--- src/rtl/mem_arbiter_pkg.sv ---
// Shared definitions for the two-requester memory arbiter: default widths
// and the arbitration state encoding.
package mem_arbiter_pkg;

    localparam int DW = 8;
    localparam int AW = 2;

    typedef enum logic [1:0] {
        IDLE  = 2'd0,
        LOCK0 = 2'd1,
        LOCK1 = 2'd2
    } arb_state_t;

    // Lock state that belongs to a given requester index.
    function automatic arb_state_t lock_state(input logic idx);
        return idx ? LOCK1 : LOCK0;
    endfunction

endpackage

--- src/rtl/mem_arbiter_if.sv ---
// Single-port memory bus between the arbiter (master) and the external
// memory (slave). Read data returns one cycle after mem_rd.
interface mem_arbiter_if #(
    parameter int DW = mem_arbiter_pkg::DW,
    parameter int AW = mem_arbiter_pkg::AW
);

    logic [DW-1:0] mem_din;
    logic [AW-1:0] mem_waddr;
    logic [AW-1:0] mem_raddr;
    logic          mem_wr;
    logic          mem_rd;
    logic [DW-1:0] mem_dout;

    modport master (
        output mem_din,
        output mem_waddr,
        output mem_raddr,
        output mem_wr,
        output mem_rd,
        input  mem_dout
    );

    modport slave (
        input  mem_din,
        input  mem_waddr,
        input  mem_raddr,
        input  mem_wr,
        input  mem_rd,
        output mem_dout
    );

endinterface

--- src/rtl/mem_arbiter_rr_pick2.sv ---
// Two-way round-robin pick with lock support: grant is combinational from
// req, arbitration state and priority pointer; state and pointer are registered.
module rr_pick2
    import mem_arbiter_pkg::*;
(
    input  logic clk,
    input  logic rst,
    input  logic req0,
    input  logic req1,
    input  logic lock0,
    input  logic lock1,
    output logic gnt0,
    output logic gnt1
);

    arb_state_t state_reg;
    logic       ptr_reg;

    always_comb begin
        gnt0 = 1'b0;
        gnt1 = 1'b0;
        if (!rst) begin
            case (state_reg)
                IDLE: begin
                    if (req0 && req1) begin
                        gnt0 = ~ptr_reg;
                        gnt1 = ptr_reg;
                    end else begin
                        gnt0 = req0;
                        gnt1 = req1;
                    end
                end
                // The non-owner is ignored entirely while a lock is held.
                LOCK0:   gnt0 = req0;
                LOCK1:   gnt1 = req1;
                default: ;
            endcase
        end
    end

    always_ff @(posedge clk) begin
        if (rst) begin
            state_reg <= IDLE;
            ptr_reg   <= 1'b0;
        end else begin
            case (state_reg)
                IDLE: begin
                    if (gnt0) begin
                        if (lock0) state_reg <= lock_state(1'b0);
                        else       ptr_reg   <= 1'b1;
                    end else if (gnt1) begin
                        if (lock1) state_reg <= lock_state(1'b1);
                        else       ptr_reg   <= 1'b0;
                    end
                end
                // Leaving a lock hands priority to the requester that was shut out.
                LOCK0: begin
                    if (!req0 || !lock0) begin
                        state_reg <= IDLE;
                        ptr_reg   <= 1'b1;
                    end
                end
                LOCK1: begin
                    if (!req1 || !lock1) begin
                        state_reg <= IDLE;
                        ptr_reg   <= 1'b0;
                    end
                end
                default: state_reg <= IDLE;
            endcase
        end
    end

endmodule

--- src/rtl/mem_arbiter.sv ---
// Two-requester arbiter in front of a single-port memory: one access per
// cycle, round-robin with read-modify-write locking, registered read return.
module mem_arbiter #(
    parameter int DW = mem_arbiter_pkg::DW,
    parameter int AW = mem_arbiter_pkg::AW
) (
    input  logic          clk,
    input  logic          rst,
    input  logic          req0,
    input  logic          req1,
    input  logic          we0,
    input  logic          we1,
    input  logic          lock0,
    input  logic          lock1,
    input  logic [AW-1:0] addr0,
    input  logic [AW-1:0] addr1,
    input  logic [DW-1:0] wdata0,
    input  logic [DW-1:0] wdata1,
    output logic          gnt0,
    output logic          gnt1,
    output logic          rvalid0,
    output logic          rvalid1,
    output logic [DW-1:0] rdata0,
    output logic [DW-1:0] rdata1,
    mem_arbiter_if.master mem_bus
);

    logic          gnt_v    [2];
    logic          we_v     [2];
    logic [AW-1:0] addr_v   [2];
    logic [DW-1:0] wdata_v  [2];
    logic          rvalid_v [2];
    logic [DW-1:0] rdata_v  [2];
    logic          sel;
    logic          any_gnt;

    assign we_v[0]    = we0;
    assign we_v[1]    = we1;
    assign addr_v[0]  = addr0;
    assign addr_v[1]  = addr1;
    assign wdata_v[0] = wdata0;
    assign wdata_v[1] = wdata1;

    rr_pick2 u_pick (
        .clk   (clk),
        .rst   (rst),
        .req0  (req0),
        .req1  (req1),
        .lock0 (lock0),
        .lock1 (lock1),
        .gnt0  (gnt_v[0]),
        .gnt1  (gnt_v[1])
    );

    assign gnt0 = gnt_v[0];
    assign gnt1 = gnt_v[1];

    // Grants are one-hot, so gnt1 alone selects the owner of the memory port.
    assign sel     = gnt_v[1];
    assign any_gnt = gnt_v[0] | gnt_v[1];

    always_comb begin
        mem_bus.mem_wr    = any_gnt & we_v[sel];
        mem_bus.mem_rd    = any_gnt & ~we_v[sel];
        mem_bus.mem_waddr = addr_v[sel];
        mem_bus.mem_raddr = addr_v[sel];
        mem_bus.mem_din   = wdata_v[sel];
    end

    generate
        for (genvar gi = 0; gi < 2; gi++) begin : g_ret
            logic          rvalid_reg;
            logic [DW-1:0] hold_reg;

            always_ff @(posedge clk) begin
                if (rst) begin
                    rvalid_reg <= 1'b0;
                    hold_reg   <= '0;
                end else begin
                    rvalid_reg <= gnt_v[gi] & ~we_v[gi];
                    if (rvalid_reg) hold_reg <= mem_bus.mem_dout;
                end
            end

            // Memory data is already registered, so it is passed straight out in
            // the valid cycle and held afterwards. Reset masks a return still in
            // flight so a read granted just before reset never shows valid.
            assign rvalid_v[gi] = rvalid_reg & ~rst;
            assign rdata_v[gi]  = rst ? '0 : (rvalid_reg ? mem_bus.mem_dout : hold_reg);
        end
    endgenerate

    assign rvalid0 = rvalid_v[0];
    assign rvalid1 = rvalid_v[1];
    assign rdata0  = rdata_v[0];
    assign rdata1  = rdata_v[1];

endmodule

--- src/flat_wrapper.sv ---
// flat-port wrapper written by rule: the top's interface ports become plain ports
module mem_arbiter_flat 
#(
    parameter int DW = mem_arbiter_pkg::DW,
    parameter int AW = mem_arbiter_pkg::AW
)
  (clk, rst, req0, req1, we0, we1, lock0, lock1, addr0, addr1, wdata0, wdata1, gnt0, gnt1, rvalid0, rvalid1, rdata0, rdata1, mem_bus_mem_din, mem_bus_mem_waddr, mem_bus_mem_raddr, mem_bus_mem_wr, mem_bus_mem_rd, mem_bus_mem_dout);
  mem_arbiter_if #(.DW(DW), .AW(AW)) mem_bus_i ();
  input  logic clk;
  input  logic rst;
  input  logic req0;
  input  logic req1;
  input  logic we0;
  input  logic we1;
  input  logic lock0;
  input  logic lock1;
  input  logic [AW-1:0] addr0;
  input  logic [AW-1:0] addr1;
  input  logic [DW-1:0] wdata0;
  input  logic [DW-1:0] wdata1;
  output logic gnt0;
  output logic gnt1;
  output logic rvalid0;
  output logic rvalid1;
  output logic [DW-1:0] rdata0;
  output logic [DW-1:0] rdata1;
  output wire logic [$bits(mem_bus_i.mem_din)-1:0] mem_bus_mem_din;
  output wire logic [$bits(mem_bus_i.mem_waddr)-1:0] mem_bus_mem_waddr;
  output wire logic [$bits(mem_bus_i.mem_raddr)-1:0] mem_bus_mem_raddr;
  output wire logic [$bits(mem_bus_i.mem_wr)-1:0] mem_bus_mem_wr;
  output wire logic [$bits(mem_bus_i.mem_rd)-1:0] mem_bus_mem_rd;
  input wire logic [$bits(mem_bus_i.mem_dout)-1:0] mem_bus_mem_dout;
  assign mem_bus_mem_din = mem_bus_i.mem_din;
  assign mem_bus_mem_waddr = mem_bus_i.mem_waddr;
  assign mem_bus_mem_raddr = mem_bus_i.mem_raddr;
  assign mem_bus_mem_wr = mem_bus_i.mem_wr;
  assign mem_bus_mem_rd = mem_bus_i.mem_rd;
  assign mem_bus_i.mem_dout = mem_bus_mem_dout;
  mem_arbiter #(.DW(DW), .AW(AW)) u_core (.clk(clk), .rst(rst), .req0(req0), .req1(req1), .we0(we0), .we1(we1), .lock0(lock0), .lock1(lock1), .addr0(addr0), .addr1(addr1), .wdata0(wdata0), .wdata1(wdata1), .gnt0(gnt0), .gnt1(gnt1), .rvalid0(rvalid0), .rvalid1(rvalid1), .rdata0(rdata0), .rdata1(rdata1), .mem_bus(mem_bus_i));
endmodule
--- config.mk ---
export PLATFORM = sky130hd
export DESIGN_NAME = mem_arbiter_flat
export DESIGN_NICKNAME = d
export VERILOG_FILES = /design/src/rtl/mem_arbiter_pkg.sv /design/src/rtl/mem_arbiter_if.sv /design/src/rtl/mem_arbiter_rr_pick2.sv /design/src/rtl/mem_arbiter.sv /design/src/flat_wrapper.sv
export SDC_FILE = /design/constraint.sdc
export NUM_CORES = 1
export LEC_CHECK = 0
export CELL_PAD_IN_SITES_DETAIL_PLACEMENT = 1
export CELL_PAD_IN_SITES_GLOBAL_PLACEMENT = 2
export CORE_AREA = 3 3 79 81
export CTS_BUF_LIST = sky130_fd_sc_hd__clkbuf_2 sky130_fd_sc_hd__clkbuf_4 sky130_fd_sc_hd__clkbuf_8
export CTS_CLUSTER_DIAMETER = 150
export DETAILED_ROUTE_END_ITERATION = 16
export DIE_AREA = 0 0 82 84
export PLACE_DENSITY = 0.87
export SLEW_MARGIN = 20
export SYNTH_ARGS = -nofsm -noshare
export SYNTH_HDL_FRONTEND = slang
export SYNTH_SLANG_ARGS = --single-unit
--- constraint.sdc ---
create_clock -name clk -period 2.2 [get_ports clk]
set_input_delay 0.44 -clock clk [delete_from_list [all_inputs] [get_ports clk]]
set_output_delay 0.44 -clock clk [all_outputs]
set_load 0.05 [all_outputs]
==> Yosys cells after proc, flatten, opt, wreduce, memory -nomap -nowiden <==
Index checks and enable logic that the tools add are counted.
{ "word_totals": {"register_bits": 21, "latch_bits": 0, "mem_bits_rw": 0, "mem_bits_ro": 0, "elab_cells": 73, "n_memories": 0} }
{ "op_classes": {"n_addsub": 0, "mul": 0, "n_div": 0, "order_cmp": 1, "eq_ne": 9, "n_shift": 0, "n_mux": 33, "bitwise": 13, "reduce_logical": 11} }
{ "ops": {"columns": ["operator", "n"], "rows": [
  ["2-to-1 mux 8 bit", 7],
  ["2-to-1 mux 2 bit", 9],
  ["2-to-1 mux 1 bit", 13],
  ["!= test 3 bit (second input constant)", 4],
  ["AND 1 bit", 6],
  ["one-hot mux 2 bit (3 select lines)", 1],
  ["AND reduction 6 bit", 1],
  ["inverter 1 bit", 5],
  ["AND reduction 5 bit", 1],
  ["logical NOT 1 bit", 4],
  ["!= test 2 bit (second input constant)", 2],
  ["one-hot mux 1 bit (2 select lines)", 2],
  ["!= test 3 x 2 -> 1 bit (second input constant)", 1],
  ["one-hot mux 1 bit (3 select lines)", 1],
  ["nonzero test 3 bit", 1],
  ["equality test 2 x 1 -> 1 bit (second input constant)", 1],
  ["equality test 2 bit (second input constant)", 1],
  [">= comparator 2 bit (second input constant)", 1],
  ["logical NOT 2 bit", 1],
  ["logical OR 1 bit", 2],
  ["inverter 1 -> 2 bit", 1],
  ["logical AND 1 bit", 1],
  ["bitwise OR 1 bit", 1]
]} }

==> Longest topological paths before layout <==
{ "depth": {"depth_word": 10, "depth_mapped": 7, "depth_no_buf": 6} }

==> Hierarchy <==
Synthesis repeated with hierarchy kept, for this count alone.
{ "hier_totals": {"hier_cells": 118, "area_unflattened_um2": 1167.4} }
{ "modules_own_cells": {"columns": ["module", "instances", "cells_per_inst", "area_each_um2"], "rows": [
  ["mem_arbiter", 1, 77, 818.3],
  ["rr_pick2", 1, 41, 349.1]
]} }

==> Worst setup path before layout <==
Ideal clock, no wire load.
{ "synth_timing": {"path_kind": "flip-flop to output port", "from": "register u_core.u_pick.state_reg[0]", "to": "output mem_bus_mem_wr", "arrival_time_ns": 2.239, "required_ns": 1.760, "path_slack_ns": -0.479, "stages_incl_launch_ff": 7, "path_cell_list": "dfxtp_1 inv_1 ha_1 a21boi_1 o21a_1 nand2_1 mux2i_1"} }
{ "synth_via": {"word_cells_on_any_way": 13} }
{ "synth_rtl": {"columns": ["element", "line_no", "rtl"], "rows": [
  ["start: declaration", "mem_arbiter_rr_pick2.sv:16", "arb_state_t state_reg;"],
  ["start signal: assignment", "mem_arbiter_rr_pick2.sv:49", "if (lock0) state_reg <= lock_state(1'b0);"],
  ["start signal: assignment", "mem_arbiter_rr_pick2.sv:52", "if (lock1) state_reg <= lock_state(1'b1);"],
  ["equality test 2 x 1 -> 1 bit or logical NOT 2 bit (tied branches)", "mem_arbiter_rr_pick2.sv:23", "case (state_reg)"],
  ["one-hot mux 1 bit (2 select lines) *", "mem_arbiter_rr_pick2.sv:23", null],
  ["2-to-1 mux 1 bit *", "mem_arbiter_rr_pick2.sv:22", "if (!rst) begin"],
  ["via gnt0", "flat_wrapper.sv:21", "output logic gnt0;"],
  ["bitwise OR 1 bit *", "mem_arbiter.sv:60", "assign any_gnt = gnt_v[0] | gnt_v[1];"],
  ["AND 1 bit *", "mem_arbiter.sv:63", "mem_bus.mem_wr = any_gnt & we_v[sel];"],
  ["end: declaration", "flat_wrapper.sv:30", "output wire logic [$bits(mem_bus_i.mem_wr)-1:0] mem_bus_mem_wr;"]
]} }
The timed path passes the listed nets; every way through them passes the cells marked *. The select of a mux whose other input is x is not followed.

==> Worst setup path in the final report <==
{ "layout_timing": {"from": "register u_core.u_pick.state_reg[0]", "to": "output mem_bus_mem_rd"} }
{ "layout_via": {"elab_chain_len": 9, "word_cells_on_any_way": 14} }
{ "layout_rtl": {"columns": ["element", "line_no", "rtl"], "rows": [
  ["equality test 2 bit or logical NOT 2 bit (tied branches)", "mem_arbiter_rr_pick2.sv:23", null],
  ["one-hot mux 1 bit (2 select lines)", "mem_arbiter_rr_pick2.sv:23", null],
  ["2-to-1 mux 1 bit", "mem_arbiter_rr_pick2.sv:22", null],
  ["inverter 1 -> 2 bit (not written as such)", "mem_arbiter.sv:64", "mem_bus.mem_rd = any_gnt & ~we_v[sel];"],
  ["2-to-1 mux 1 bit (not written as such) (3 in a row)", "mem_arbiter.sv:64", null],
  ["inverter 1 bit", "mem_arbiter.sv:64", null],
  ["AND 1 bit *", "mem_arbiter.sv:64", null],
  ["end: declaration", "flat_wrapper.sv:31", "output wire logic [$bits(mem_bus_i.mem_rd)-1:0] mem_bus_mem_rd;"]
]} }
Mark *: on every way between the ends. The rest lies on a longest branch, timed or not. The select of a mux whose other input is x is not followed.

==> summary.md <==
| Metric | Value |
|---|---|
| Gr ovfl total | `0` |
| Yosys cell types | `27` |
| Initial antenna violation count | `0` |
| Net Sw Frac | `37.8%` |
| Max Clock Skew | `0.00118 ns` |
| Die area | `6890 um2` |
| Slew @ Worst Pin | `0.598 ns` |
| Share of post-route cells with drive strength above 1 | `42.4%` |
| Row Count | `27` |
| Sequential share of power | `26.7%` |
| Vias per inst | `4.27` |
| Post-Route WL | `4110 um` |
| Clk sinks | `21` |
| Die Width | `82 um` |
| Mapped Nets | `154` |
| Root Driver | `clkbuf_8` |
| Detailed Routing Iterations Pass 1 | `4` |
| Vias | `1,174` |
| Post-DP HPWL | `2860 um` |
| Yosys reg bits | `21` |
| Fin. Hold Viols | `0` |
| PwrDens | `725 nW/um2` |
| Total CTS buffers | `3` |
| Cell Area, Synth | `1120 um2` |
| Area delta synth->final | `117%` |
| Non-filler cells, final | `275` |
| Fin crit share | `102%` |
| Sw Pwr | `0.668 mW` |
| Vias in the first global route | `1,315` |
| 1st-iter DRT viols | `14` |
| Core ar. | `5540 um2` |
| Dpl cells | `260` |
| Die Y | `84 um` |
| Fmax | `444 MHz` |
| Status | `complete, but fails checks` |
| WS Path Type | `flip-flop to output pin` |
| GPL Wtd Cong | `0.735` |
| Combinational power share | `58.7%` |
| Post-synth EDFFs | `0` |
| Final Max Tran Viols | `0` |
| Cell count after synthesis | `114` |
| Synth area leaders | `dfxtp_1 38%, mux2i_1 15%, mux2_1 11%` |
| Routed len/inst | `14.9 um` |
| Reg clk slew, reported paths | `0.07 ns` |
| DRT antenna net count | `0` |
| GRT Util Overall | `12.3%` |
| Critical path required time | `1.76 ns` |
| Commonest cells post-synth | `21 x dfxtp_1, 17 x mux2i_1, 16 x nor2_1` |
| Max reg flops | `16` |
| Critical path capture point type | `output pin` |
| Internal | `1.10 mW` |
| Initial core utilization | `20.2%` |
| YS warnings | `0` |
| Sequential area share after synthesis | `37.5%` |
| Final min period | `2.25 ns` |
| DRC | `0` |
| TritonCTS clock tree | `built` |
| Final Util | `43.9%` |
| Top fanout value on the critical path | `4` |
| Clock latency on the worst-skew pair | `0.25 ns` |
| Final setup viols | `5` |
| Power share of the clock group | `14.6%` |
| First-pass GRT wire length | `6620 um` |
| Synth top area share | `37.5%` |
| Violated checks | `setup timing` |
| CP Data Arrival Time | `1.81 ns` |
| Post-layout nets | `244` |
| Ys flop type | `dfxtp_1` |
| CTS HTree Levels | `1` |
| Hold Crit Class | `flip-flop to flip-flop` |
| Relative slew slack | `60.1%` |
| Port Buf Inserts | `69` |
| Count leader, synth | `dfxtp_1` |
| Crit path launch type | `flip-flop` |
| Ys async rst share | `0%` |
| RSZ-0062 raised after global routing | `yes` |
| Pin count of the biggest net entering global routing | `23` |
| Avg Cell Area, Syn | `9.83 um2` |
| Maxcap violations | `0` |
| Post-CTS Hold Buffers | `0` |
| ANT cells | `0` |
| Peak VDD IR | `0.342 mV` |
| Clock tree buffer depth | `2` |
| Pleak | `1.01 nW` |
| I/O pin total | `70` |
| Final worst slack | `-0.0501 ns` |
| Largest area contributor in the netlist | `dfxtp_1` |
==> worst paths after layout <==
kind                               startpoint                           to  slack (ns)  depth (start not counted)
setup reg to reg   u_core.u_pick.state_reg[1]        u_core.u_pick.ptr_reg        0.32                          8
hold reg to reg   u_core.g_ret[1].hold_reg[3]  u_core.g_ret[1].hold_reg[3]        0.56                          2
hold / removal    u_core.g_ret[1].hold_reg[3]  u_core.g_ret[1].hold_reg[3]        0.56                          2
setup / recovery   u_core.u_pick.state_reg[0]               mem_bus_mem_rd       -0.05                          7
==> routing by layer <==
layer	global-route usage, %	vias up	routed length, um
li1	-	564	-
met1	13.2	564	1480
met2	23.4	44	2240
met3	4.54	2	378
met4	0.453	0	15
met5	0	-	0
==> power groups by stage <==
stage,logic (mW),clock network [mW],registers (mW)
6_report,1.04,0.258,0.471
5_1_grt,1.10,0.299,0.478
4_1_cts,1.01,0.278,0.471
3_5_place_dp,0.844,0,0.469
3_3_place_gp,0.833,0,0.467
2_1_floorplan,0.528,0,0.444
==> critical path, stage by stage, from the launching register on <==
cell and delay, ns:
dfxtp_2 0.36, inv_4 0.05, ha_4 0.17, a21boi_4 0.14
o21a_2 0.23, and2b_1 0.17, mux2_4 0.28, buf_8 0.15
==> cell families (layout without fill, tap and decap cells) <==
family                     after synthesis  count (layout)  share of synthesized area (%)
muxes                                   29              29                           27.2
and+or+nand+nor                         29              29                           12.3
AOI/OAI and AO/OA                       16              16                           11.9
adders and majority gates                4               4                           4.46
buffers and inverters                   15             104                           6.58
DFF                                     21              21                           37.5
==> repair_timing <==
action / in CTS / in global routing
resized for setup: 44 / 3
gates cloned: 1 / 0
endpoints found under the setup margin: 14 / 14
pin swaps: 3 / 3
setup buffers: 9 / 3
==> final cells by class <==
class / count / area, um2
clock buffer: 4 / 48.8
multi-input combinational: 78 / 723
sequential: 21 / 425
tap: 72 / 90.1
timing repair buffer: 92 / 1110
fill: 599 / 3110
inverter: 8 / 35.0
==> placed cells by master (no fill, tap or decap), types with 2 or more instances in the layout <==
cell type         n
a21oi_1           3
mux2i_1          16
ha_1              2
a211oi_1          2
ha_4              2
nor2_1           16
mux2_4           11
inv_1             6
buf_6            10
buf_4            21
dfxtp_1          19
a21boi_4          2
inv_4             2
o211ai_1          4
buf_8             5
buf_12           21
clkdlybuf4s50_1  32
nor2b_1           4
nand3_1           2
clkbuf_8          3
nand2_1           3
dlygate4sd2_1     3
==> through the flow <==
step	TNS, ns	instance area (um2)	hold WS, ns	setup slack, ns	power, mW
after floorplan	0	1150	0.503	0.0159	0.972
after global placement	-2.58	2160	0.542	-0.209	1.30
after detailed placement	-2.88	2160	0.551	-0.234	1.31
after CTS	-0.598	2440	0.555	-0.0680	1.76
after global routing	-1.18	2430	0.584	-0.117	1.88
final	-0.0944	2430	0.556	-0.0501	1.76
Note: power is estimated with default switching activity, not from simulation.
